## src/rtl/gray_step_sequencer_if.sv

```systemverilog
// Command/status bundle between a controller and the Gray-code step sequencer.
// The controller side is the master; the sequencer side is the slave.
interface gray_step_sequencer_if #(
    parameter int WIDTH  = 4,
    parameter int STEP_W = 8
);
    logic              cmd_valid;
    logic              cmd_ready;
    logic [1:0]        cmd_op;
    logic [STEP_W-1:0] cmd_data;
    logic              hold;
    logic              abort;
    logic [WIDTH-1:0]  gray;
    logic [WIDTH-1:0]  bin;
    logic              busy;
    logic              done;
    logic              wrap;

    modport master (
        output cmd_valid, cmd_op, cmd_data, hold, abort,
        input  cmd_ready, gray, bin, busy, done, wrap
    );

    modport slave (
        input  cmd_valid, cmd_op, cmd_data, hold, abort,
        output cmd_ready, gray, bin, busy, done, wrap
    );
endinterface

```

## src/rtl/gray_step_sequencer.sv

```systemverilog
// Command-driven Gray-code counter: LOAD a value, or RUN a programmed number of
// up/down steps with hold/abort, publishing Gray, binary and busy/done/wrap status.
module gray_step_sequencer #(
    parameter int WIDTH  = 4,
    parameter int STEP_W = 8
) (
    input  logic                  clock,
    input  logic                  reset,
    gray_step_sequencer_if.slave  bus
);

    typedef enum logic {IDLE, RUN} state_t;

    localparam logic [1:0]        OP_LOAD  = 2'b01;
    localparam logic [WIDTH-1:0]  BIN_MAX  = '1;
    localparam logic [WIDTH-1:0]  BIN_ONE  = 1;
    localparam logic [STEP_W-1:0] STEP_ONE = 1;

    state_t            state_q, state_d;
    logic [WIDTH-1:0]  gray_q, gray_d;
    logic [STEP_W-1:0] rem_q, rem_d;
    logic              down_q, down_d;
    logic              done_q, done_d;
    logic              wrap_q, wrap_d;
    logic [WIDTH-1:0]  bin_cur;
    logic [WIDTH-1:0]  bin_next;
    logic              accept;

    function automatic logic [WIDTH-1:0] bin2gray(input logic [WIDTH-1:0] b);
        return b ^ (b >> 1);
    endfunction

    function automatic logic [WIDTH-1:0] gray2bin(input logic [WIDTH-1:0] g);
        logic [WIDTH-1:0] b;
        b[WIDTH-1] = g[WIDTH-1];
        for (int i = WIDTH - 2; i >= 0; i--) begin
            b[i] = b[i+1] ^ g[i];
        end
        return b;
    endfunction

    assign bin_cur  = gray2bin(gray_q);
    assign bin_next = down_q ? (bin_cur - BIN_ONE) : (bin_cur + BIN_ONE);
    assign accept   = bus.cmd_valid && (state_q == IDLE);

    always_ff @(posedge clock) begin
        if (reset) begin
            state_q <= IDLE;
            gray_q  <= '0;
            rem_q   <= '0;
            down_q  <= 1'b0;
            done_q  <= 1'b0;
            wrap_q  <= 1'b0;
        end else begin
            state_q <= state_d;
            gray_q  <= gray_d;
            rem_q   <= rem_d;
            down_q  <= down_d;
            done_q  <= done_d;
            wrap_q  <= wrap_d;
        end
    end

    always_comb begin
        state_d = state_q;
        gray_d  = gray_q;
        rem_d   = rem_q;
        down_d  = down_q;
        done_d  = 1'b0;
        wrap_d  = 1'b0;
        case (state_q)
            IDLE: begin
                if (accept) begin
                    if (bus.cmd_op == OP_LOAD) begin
                        gray_d = bin2gray(bus.cmd_data[WIDTH-1:0]);
                        done_d = 1'b1;
                    end else if (bus.cmd_op[1]) begin
                        // A zero-length run completes immediately without leaving IDLE
                        down_d = bus.cmd_op[0];
                        if (bus.cmd_data == '0) begin
                            done_d = 1'b1;
                        end else begin
                            rem_d   = bus.cmd_data;
                            state_d = RUN;
                        end
                    end
                end
            end
            RUN: begin
                if (bus.abort) begin
                    state_d = IDLE;
                    rem_d   = '0;
                end else if (!bus.hold) begin
                    gray_d = bin2gray(bin_next);
                    rem_d  = rem_q - STEP_ONE;
                    wrap_d = down_q ? (bin_cur == '0) : (bin_cur == BIN_MAX);
                    if (rem_q == STEP_ONE) begin
                        state_d = IDLE;
                        done_d  = 1'b1;
                    end
                end
            end
            default: state_d = IDLE;
        endcase
    end

    assign bus.cmd_ready = (state_q == IDLE);
    assign bus.busy      = (state_q == RUN);
    assign bus.gray      = gray_q;
    assign bus.bin       = bin_cur;
    assign bus.done      = done_q;
    assign bus.wrap      = wrap_q;

endmodule
```

## src/flat_wrapper.sv

```systemverilog
// flat-port wrapper written by rule: the top's interface ports become plain ports
module gray_step_sequencer_flat 
#(
    parameter int WIDTH  = 4,
    parameter int STEP_W = 8
)
  (clock, reset, bus_cmd_valid, bus_cmd_op, bus_cmd_data, bus_hold, bus_abort, bus_cmd_ready, bus_gray, bus_bin, bus_busy, bus_done, bus_wrap);
  gray_step_sequencer_if #(.WIDTH(WIDTH), .STEP_W(STEP_W)) bus_i ();
  input  logic clock;
  input  logic reset;
  input wire logic [$bits(bus_i.cmd_valid)-1:0] bus_cmd_valid;
  input wire logic [$bits(bus_i.cmd_op)-1:0] bus_cmd_op;
  input wire logic [$bits(bus_i.cmd_data)-1:0] bus_cmd_data;
  input wire logic [$bits(bus_i.hold)-1:0] bus_hold;
  input wire logic [$bits(bus_i.abort)-1:0] bus_abort;
  output wire logic [$bits(bus_i.cmd_ready)-1:0] bus_cmd_ready;
  output wire logic [$bits(bus_i.gray)-1:0] bus_gray;
  output wire logic [$bits(bus_i.bin)-1:0] bus_bin;
  output wire logic [$bits(bus_i.busy)-1:0] bus_busy;
  output wire logic [$bits(bus_i.done)-1:0] bus_done;
  output wire logic [$bits(bus_i.wrap)-1:0] bus_wrap;
  assign bus_i.cmd_valid = bus_cmd_valid;
  assign bus_i.cmd_op = bus_cmd_op;
  assign bus_i.cmd_data = bus_cmd_data;
  assign bus_i.hold = bus_hold;
  assign bus_i.abort = bus_abort;
  assign bus_cmd_ready = bus_i.cmd_ready;
  assign bus_gray = bus_i.gray;
  assign bus_bin = bus_i.bin;
  assign bus_busy = bus_i.busy;
  assign bus_done = bus_i.done;
  assign bus_wrap = bus_i.wrap;
  gray_step_sequencer #(.WIDTH(WIDTH), .STEP_W(STEP_W)) u_core (.clock(clock), .reset(reset), .bus(bus_i));
endmodule
```

## config.mk

```make
export PLATFORM = sky130hd
export DESIGN_NAME = gray_step_sequencer_flat
export DESIGN_NICKNAME = d
export VERILOG_FILES = /design/src/rtl/gray_step_sequencer_if.sv /design/src/rtl/gray_step_sequencer.sv /design/src/flat_wrapper.sv
export SDC_FILE = /design/constraint.sdc
export NUM_CORES = 1
export LEC_CHECK = 0
export ABC_AREA = 1
export CAP_MARGIN = 20
export CORE_MARGIN = 2
export CORE_UTILIZATION = 51
export CTS_CLUSTER_DIAMETER = 50
export DETAILED_ROUTE_END_ITERATION = 8
export PLACE_DENSITY_LB_ADDON = 0.12
export SYNTH_ARGS = -nofsm -noshare
export SYNTH_HDL_FRONTEND = slang
export SYNTH_SLANG_ARGS = --single-unit
```

## constraint.sdc

```tcl
create_clock -name clock -period 2.55 [get_ports clock]
set_input_delay 0.51 -clock clock [delete_from_list [all_inputs] [get_ports clock]]
set_output_delay 0.51 -clock clock [all_outputs]
set_load 0.1 [all_outputs]
```

# Word level (Yosys, flattened, before mapping)
# Index checks and enable logic that the tools add are counted.
# word_totals
reg_bits	16
input_bits	15
out_inout_bits	12
elab_cells	64
# op_classes
n_addsub	3
n_eq_ne	11
mux	30
bitwise	7
n_reduce_logical	7
# ops
operator	count
two-way mux 8 bit	6
two-way mux 4 bit	5
one-hot mux 8 bit (2 select lines)	1
two-way mux 1 bit	15
inequality test 2 bit, second input constant	5
== test 8 x 1 -> 1 bit, second input constant	1
logical NOT 8 bit	1
one-hot mux 4 bit (2 select lines)	1
AND reduction 4 bit	2
subtractor 8 x 1 -> 8 bit, second input constant	1
XOR 4 x 3 -> 4 bit	2
AND reduction 5 bit	1
adder 4 x 1 -> 4 bit, second input constant	1
== test 4 bit, second input constant	1
logical NOT 4 bit	1
inequality test 2 x 1 -> 1 bit, second input constant	2
one-hot mux 1 bit (2 select lines)	2
OR reduction 4 bit	1
subtractor 4 x 1 -> 4 bit, second input constant	1
inequality test 3 bit, second input constant	1
XOR 1 bit	3
== test 2 x 1 -> 1 bit, second input constant	1
inverter 1 bit	2
logical AND 1 bit	1

# Logic depth before layout (Yosys ltp)
# depth
word_depth	9
ltp_mapped	15
depth_no_buf	15

# Worst setup path before layout
# OpenSTA, ideal clock, no wires.
# synth_path
kind	flip-flop to flip-flop
from	register u_core.gray_q[3], in the netlist u_core.bus.gray[3]
to	register u_core.gray_q[2], in the netlist u_core.bus.gray[2]
arrival_time_ns	4.671
t_required_ns	2.430
path_slack_ns	-2.241
stages_incl_launch_ff	16
synth_period_minus_slack_ns	4.791
path_cell_list	dfxtp_1 -> inv_1 -> ha_1 -> inv_1 -> nand2_1 -> nand2_1 -> inv_1 -> ha_1 -> inv_1 -> nand3_1 -> nand2_1 -> nand2_1 -> nand2_1 -> nand2_1 -> nand3_1 -> a21oi_1
# synth_between
elab_chain_cells	9
# synth_rtl
element	line	rtl
start, declared	gray_step_sequencer.sv:20	logic [WIDTH-1:0] gray_q, gray_d;
start signal, assigned	gray_step_sequencer.sv:56	gray_q <= gray_d;
XOR 1 bit (*)	gray_step_sequencer.sv:37	b[i] = b[i+1] ^ g[i];
net bus_bin[2]	flat_wrapper.sv:18	output wire logic [$bits(bus_i.bin)-1:0] bus_bin;
XOR 1 bit (*)	gray_step_sequencer.sv:37	
net bus_bin[1]	flat_wrapper.sv:18	
XOR 1 bit (*)	gray_step_sequencer.sv:37	
net bus_bin[0]	flat_wrapper.sv:18	
adder 4 x 1 -> 4 bit / subtractor 4 x 1 -> 4 bit (equally long branches)	gray_step_sequencer.sv:43	assign bin_next = down_q ? (bin_cur - BIN_ONE) : (bin_cur + BIN_ONE);
two-way mux 4 bit (*)	gray_step_sequencer.sv:43	
XOR 4 x 3 -> 4 bit (*)	gray_step_sequencer.sv:30	return b ^ (b >> 1);
two-way mux 4 bit (*)	gray_step_sequencer.sv:93	end else if (!bus.hold) begin
two-way mux 4 bit (*)	gray_step_sequencer.sv:90	if (bus.abort) begin
one-hot mux 4 bit (2 select lines) (*)	gray_step_sequencer.sv:71	case (state_q)
# Mark *: on every way through the listed nets, which the timed path passes. The rest lies on a longest branch. The select of a mux whose other input is x is not followed.
# A chain may end at the register's enable or synchronous reset.

# Worst setup path in the final report
# layout_path
from	register u_core.gray_q[2], in the netlist u_core.bus.gray[2]
to	output port bus_bin[0]
# layout_between
elab_chain_cells	3
# layout_rtl
element	line
XOR 1 bit (3 in a row)	gray_step_sequencer.sv:37
end, declared	flat_wrapper.sv:18
# No other way between the ends.

==> results.md <==
- Final antenna-violating net count: 0
- Syn. warnings: 0
- Hold Crit Class: reg2reg
- Fraction of layout cells with a size suffix above 1: a little over a fifth
- Vias per Instance: roughly 5.4
- Initial antenna violation count: 0
- Clk root buf: clkbuf_4
- WP data required: 2.04 ns
- Post-synth top area cell: dfxtp_1
- Critical path start-end classification: reg2out
- Syn_nets: approximately 240
- Yosys reg bits: 16
- Final hold viol count: 0
- Final min period: about 2.4 ns
- Netlist cell types: 28
- Power Density: 530.3 nW/um^2
- Number of diodes: 0
- Initial Util: 53.33%
- Slew Limit Fails: 0
- Grt ovf: 0
- Total Routing Usage GR: 25.00%
- Leak: 0.8333 nW
- Routed via count: ~1,500
- Top cells by area, synth: dfxtp_1 24%, nand2_1 16%, ha_1 9.5%
- Area after DPL: 1629 sq um
- Final clock skew: 0.005170 ns
- Post-route DRC: 0
- CTS H-tree depth: 1
- Hold Slack: roughly 0.52 ns
- # clock sinks: 16
- F_max: 411.5 MHz
- Clk slew on worst S/H paths: 0.10 ns
- Die width: 54.90 um
- Die area: 3014 sq um
- Slew headroom: 72.53%
- Post-CTS Hold Fix Bufs: 0
- CTS tree: yes
- Core area: 2477 sq um
- Slew @ Worst Pin: a little over 0.4 ns
- Max-cap violations: 0
- Fin crit share: 95.29%
- Post-synth EDFFs: 0
- Total power: 0.8937 mW
- Fillers: 237
- Ys async rst share: 0%
- Count leader, synth: nand2_1
- Syn avg cell area: 6.262 sq um
- Final wirelength: 3348 um
- Largest net degree at the start of global routing: 13
- Status: completed
- Hold path cells: 2
- Resized Gates After CTS: 0
- Skew-Pair Late Insertion Delay: 0.29 ns
- Post-synth top area share: 24.24%
- Synth Flop Type: dfxtp_1
- Post-route cell area: 1685 sq um
- Arrival @ worst endpoint: between 1.5 and 2 ns
- FF-to-FF Start: u_core.bus.gray[2]$_SDFFE_PP0P_
- Hold path start: u_core.rem_q[2]$_SDFFE_PP0P_
- Final Core Density: roughly two thirds
- RSZ-0062 raised after global routing: no
- Layout area overhead: 27.56%
- Peak supply drop: around 0.46 mV
- Cells after Synth: approximately 210
- Rows: 18
- PortBufs: 26
- First-pass GRT wire length: around 5400 um
- R2R depth: 16
- Top post-synthesis cells by count: 57 x nand2_1, 24 x inv_1, 24 x nand3_1
- Maximum root-to-sink buffer count: 2
- Wire per inst: 12.35 um
- Vias in the first global route: around 1,300
- Mapped Area: 1321 sq um
- CTS Buf Count: 3
- Placer Congestion: between 0.8 and 0.9
- Nets@finish: 267
- # setup viols final: 0
- DPL Wire Length: 2609 um
- I/O pin total: 27
- CP startpoint: u_core.bus.gray[2]$_SDFFE_PP0P_
- Crit-path max FO: 5
- Seq/Total Area, Yosys: 24.24%
- Initial DRC Count: 54
- Worst setup EP type: primary output
- Die height: 54.90 um
- CP Launch Type: register
- Drt pass-1 iters: 4
## cell type report
class                   instances  area (sq um)  share of cell area, %
well taps                      30         37.54                  2.227
inverters                      32         130.1                  7.721
clock buffers                   4         26.28                  1.559
multi-input cells             158         870.8                  51.67
flip-flops and latches         16         327.8                  19.45
repair buffers                 31         292.8                  17.37
## sequential cells by signal, summed over array words and instances, names as in the netlist
register,count
u_core.bus.done,1
u_core.bus.busy,1
u_core.bus.wrap,1
u_core.rem_q,8
u_core.bus.gray,4
u_core.down_q,1
## cell usage in the layout (no fill, tap or decap), types with 3 or more instances in the layout
cell	instances
nand2_1	55
dfxtp_1	14
nand2_2	5
clkbuf_4	3
a21oi_1	10
nor2_1	22
ha_1	8
o21ai_1	10
inv_1	20
nand2_4	4
nand3_1	23
buf_4	15
inv_2	8
clkdlybuf4s50_1	14
## what timing repair did
item | in CTS | in global routing
setup endpoints to repair | 0 | 1
endpoints found under the hold margin | 0 | 0
buffers inserted | 0 | 4
## kinds of logic after synthesis
logic type | synth area share [%]
buffers and inverters | 12.50
DFF | 24.24
AOI/OAI and AO/OA | 13.26
adders and majority gates | 9.470
and+or+nand+nor | 40.53
## metal layers
layer  track usage [%]  routed length (um)
met5                 0                   0
met4             6.911                  41
met3             3.495                 226
met2             42.26                1558
met1             33.11                1522
## metrics by stage
| stage | setup TNS, ns | cells | setup slack (ns) |
|---|---|---|---|
| 2_1_floorplan | -2.859 | 211 | -0.8468 |
| 3_3_place_gp | 0 | 263 | 0.4524 |
| 3_5_place_dp | 0 | 263 | 0.3741 |
| 4_1_cts | 0 | 267 | 0.03925 |
| 5_1_grt | 0 | 271 | 0.009129 |
| 6_report | 0 | 271 | 0.1200 |
## critical path, stage by stage, from the launching register on
cell,delay [ns]
dfxtp_4,0.37
inv_2,0.05
ha_4,0.25
inv_1,0.07
nand2_1,0.08
nand2_2,0.11
clkinvlp_4,0.12
ha_4,0.30
clkinvlp_4,0.11
buf_12,0.18
## where the power goes
group	switching (mW)	internal, mW
sequential	0.0186	0.268
combinational	0.303	0.159
clock	0.0850	0.0607
total	0.407	0.487
## worst paths after layout
| kind | endpoint | slack (ns) |
|---|---|---|
| worst max-delay path | bus_bin[0] | 0.12 |
| worst max register to register | u_core.bus.gray[2]$_SDFFE_PP0P_ | 0.36 |
| worst min-delay path | u_core.rem_q[2]$_SDFFE_PP0P_ | 0.52 |
| worst min register to register | u_core.rem_q[2]$_SDFFE_PP0P_ | 0.52 |
(Power assumes the default switching activity.)
==> RTL change 1: new RTL, same flow settings <==
`STEP_W` is set to 8 in 3 places; all go to 12.
--- a/src/rtl/gray_step_sequencer_if.sv
+++ b/src/rtl/gray_step_sequencer_if.sv
@@ -3,5 +3,5 @@
 interface gray_step_sequencer_if #(
     parameter int WIDTH  = 4,
-    parameter int STEP_W = 8
+    parameter int STEP_W = 12
 );
     logic              cmd_valid;
--- a/src/rtl/gray_step_sequencer.sv
+++ b/src/rtl/gray_step_sequencer.sv
@@ -3,5 +3,5 @@
 module gray_step_sequencer #(
     parameter int WIDTH  = 4,
-    parameter int STEP_W = 8
+    parameter int STEP_W = 12
 ) (
     input  logic                  clock,
--- a/src/flat_wrapper.sv
+++ b/src/flat_wrapper.sv
@@ -3,5 +3,5 @@
 #(
     parameter int WIDTH  = 4,
-    parameter int STEP_W = 8
+    parameter int STEP_W = 12
 )
   (clock, reset, bus_cmd_valid, bus_cmd_op, bus_cmd_data, bus_hold, bus_abort, bus_cmd_ready, bus_gray, bus_bin, bus_busy, bus_done, bus_wrap);
Interface: changed (resized bus_cmd_data); port bits go from 27 to 31. The function was not compared with the original's and may differ.
==> RTL change 1 against the original RTL <==
- wire length grew 12%
- hold slack gained 0.050 ns
- clock power grew 14%
- register-to-register slack lost 0.09 ns
- total power grew 19%
- utilization shrank 1.0 points
- design area grew 20%
- largest cell class unchanged
- global-route usage shrank 3.3 points
- count of clock-buffer cells in the layout is the same
- sequential cell count grew 4
- synthesized area grew 22%
- setup slack lost 0.028 ns
- non-clock buffer count grew 4
- critical path type unchanged
- combinational power grew 17%
==> RTL change 1: results (changes against the original RTL) <==
Final layout
  – Number of non-clock buffers in the layout: 35 (was 31)
  – Multi-input combinational area share: 52.7% (was 51.7%)
  – Inverters: 35 (was 32)
  – Non-clk buf share: 16.4% (was 17.4%)
  – Register area: 408 µm² (was 328 µm²)
  – Fill count: 285 (was 237)

Drt
  – Initial DRC Count: 133 (was 54)
  – DR vias/cell: 4.99 (was 5.37)

Worst hold path
  – Hold Path Depth: 4 (was 2)
  – Min-delay src: u_core.rem_q[8] (was u_core.rem_q[2])
  – Hold EP: u_core.rem_q[8] (was u_core.rem_q[2])

Logic synthesis
  – Sequential share of the synthesized area: 24.7% (was 24.2%)
  – Ranking of synthesized cells by area: dfxtp_1 25%, nand2_1 21%, nor2_1 10% (was dfxtp_1 24%, nand2_1 16%, ha_1 9.5%)
  – Synth cell types: 27 (was 28)
  – Synth Instances: 277 (was 211)
  – Mapped Nets: 306 (was 236)

Power
  – P_leak: 1.02 nW (was 0.833 nW)
  – Sequential share of power: 33.9% (was 32.0%)
  – Clock group total power: 0.167 mW (was 0.146 mW)
  – Peak supply drop: 0.406 mV (was 0.464 mV)

Run status
  – Outcome: finished clean (unchanged)

Placed design
  – Port bufs: 30 (was 26)

GRT
  – Tot GR Track Use: 21.7% (was 25.0%)

STA
  – Worst clock skew: 0.00999 ns (was 0.00517 ns)

CTS
  – Skew-Pair Late Insertion Delay: 0.31 ns (was 0.29 ns)
-- RTL change 1: cell count changes in the layout (fill, tap and decap cells not counted), moves of 3 or more --
cell             unedited run  this run
clkdlybuf4s50_1            14        18
dfxtp_1                    14        18
inv_1                      20        29
inv_2                       8         4
nand2_1                    55        88
nand2_4                     4         0
nand3_1                    23        26
nor2_1                     22        43
o21ai_0                     2        10
o21ai_1                    10         3
-- RTL change 1: per-layer routing --
layer	GRT usage, %	up-vias	routed length, µm
met3	2.60	6	167
met5	0	-	0
li1	-	948	-
met4	6.98	0	57
met1	33.3	760	1930
met2	31.2	46	1590
-- RTL change 1: per-stage QoR --
step / power [mW] / worst slack, ns / instance area [µm²]
2_1_floorplan: 0.761 / -0.847 / 1670
4_1_cts: 1.05 / 0.0167 / 2000
3_5_place_dp: 0.884 / 0.395 / 1970
6_report: 1.07 / 0.0925 / 2030
3_3_place_gp: 0.883 / 0.387 / 1970
5_1_grt: 1.14 / -0.0164 / 2030
==> RTL change 2: new RTL, same flow settings <==
Made on the original files. Reset style: asynchronous (`reset`), changed in one clocked block.
--- a/src/rtl/gray_step_sequencer.sv
+++ b/src/rtl/gray_step_sequencer.sv
@@ -44,5 +44,5 @@
     assign accept   = bus.cmd_valid && (state_q == IDLE);
 
-    always_ff @(posedge clock) begin
+    always_ff @(posedge clock or posedge reset) begin
         if (reset) begin
             state_q <= IDLE;
Behaviour: differs if reset is asserted again (counterexample within 4 cycles, from zero or initial values and one cycle with reset high); with reset held inactive, the same outputs for 10 cycles.
==> RTL change 2 against the original RTL <==
- utilization grew 0.61 points
- design area shrank 1.9%
- synthesized cell count shrank 11%
- wire length shrank 4.7%
- sequential cell count is the same
- synthesized area shrank 4.7%
- via count shrank 11%
- global-route usage shrank 0.70 points
- setup slack lost 0.093 ns
- hold slack lost 0.027 ns
- critical path type unchanged
Power is not shown: default switching activity piles up to over one toggle a cycle in this logic, so the estimate is an artifact.
==> RTL change 2: results (changes against the original RTL) <==
CTS
  – Clk buf depth: 2 (unchanged)
  – Worst-path clk slew: 0.10 ns (about the same)

GRT
  – Global-route wire length before repair: 5.06 mm (was 5.43 mm)
  – Largest net degree at the start of global routing: 17 (was 13)
  – Tot GR Track Use: 24.3% (was 25.0%)
  – Vias in the first global route: 1,215 (was 1,283)

Placed design
  – GPL Wtd Cong: 0.893 (was 0.835)
  – Port bufs: 26 (unchanged)
  – Dpl ws: 0.228 ns (was 0.374 ns)
  – Placed Cells: 240 (was 263)
  – Dpl cell area: 1580 µm² (was 1630 µm²)
  – Final HPWL from detailed placement: 2.40 mm (was 2.61 mm)

Worst setup path
  – Slowest-stage cell, CP: dfrtp_4 (was dfxtp_4)
  – Worst r2r path cells: 18 (was 16)
  – Worst Setup EP: bus_bin[0] (unchanged)
  – Crit-path max cell delay: 0.51 ns (was 0.37 ns)
  – Data arrival, critical path: 2.01 ns (was 1.92 ns)
  – CP top delay family: buffers and inverters (was adder cells)
  – Critical Path Source: u_core.bus.gray[2] (unchanged)
  – Worst R2R Setup Slack: 0.14 ns (was 0.36 ns)
  – Reg2reg end: u_core.bus.gray[2] (unchanged)
  – Crit-path max FO: 5 (unchanged)

STA
  – Setup tns final: 0 ns (unchanged)
  – WHS: 0.495 ns (was 0.522 ns)
  – Worst clock skew: 0.00541 ns (was 0.00517 ns)
  – Setup violators final: 0 (unchanged)
  – Worst slew pin tran: 0.666 ns (was 0.412 ns)
  – Fmax: 396 MHz (was 412 MHz)

Logic synthesis
  – FFs w/ async S/R, synth: 100% (was 0%)
  – Synth cell types: 23 (was 28)
  – Syn_area_per_cell: 6.73 µm² (was 6.26 µm²)
  – Ranking of synthesized cells by area: dfrtp_1 32%, nand2_1 14%, ha_1 9.9% (was dfxtp_1 24%, nand2_1 16%, ha_1 9.5%)
  – Mapped cell area: 1260 µm² (was 1320 µm²)
  – Mapped Nets: 212 (was 236)
  – Sequential share of the synthesized area: 31.8% (was 24.2%)
  – Synth Flop Type: dfrtp_1 (was dfxtp_1)
  – Synth top cells by count: 47 x nand2_1, 33 x inv_1, 19 x nand3_1, 16 x dfrtp_1, 15 x o21ai_0 (was 57 x nand2_1, 24 x inv_1, 24 x nand3_1, 22 x nor2_1, 16 x dfxtp_1)

Final layout
  – Share of layout cells above drive strength 1: 19.1% (was 21.2%)
  – Number of cells in the finished layout apart from fillers: 250 (was 271)
  – Max FFs per register: 8 (unchanged)

Run status
  – Outcome: finished clean (unchanged)

Worst hold path
  – Min-delay src: u_core.rem_q[7] (was u_core.rem_q[2])
  – Hold EP: u_core.rem_q[7] (was u_core.rem_q[2])

Drt
  – WL final: 3.19 mm (was 3.35 mm)
  – Vias: 1,297 (was 1,456)
  – Initial DRC Count: 45 (was 54)
==> RTL change 2: cells by family after synthesis <==
| family | Yosys count | share of synthesized area (%) |
|---|---|---|
| AND/OR/NAND/NOR | 88 | 30.7 |
| flip-flops | 16 | 31.8 |
| buffers and inverters | 38 | 12.3 |
| XOR/XNOR | 2 | 1.39 |
| adder cells (fa/ha/maj) | 10 | 9.94 |
| AO/OA/AOI/OAI | 33 | 13.8 |
==> RTL change 2: final cells by class <==
type                       instances  area, µm²
sequential                        16        408
inverter                          35        141
clock buffer                       4       26.3
tap                               30       37.5
timing repair buffer              32        300
fill                             208        756
multi-input combinational        133        741
==> RTL change 2: routing by layer <==
layer	track usage (%)	routed length (µm)	up-vias
met5	0	0	-
met4	8.55	27	0
met3	5.28	195	4
met2	41.7	1540	40
met1	29.7	1430	588
li1	-	-	665
==> RTL change 2: timing repair <==
item | in CTS | in global routing
buffers inserted | 3 | 3
setup endpoints to repair | 1 | 1
pin swaps | 0 | 2
gates resized for setup | 1 | 2
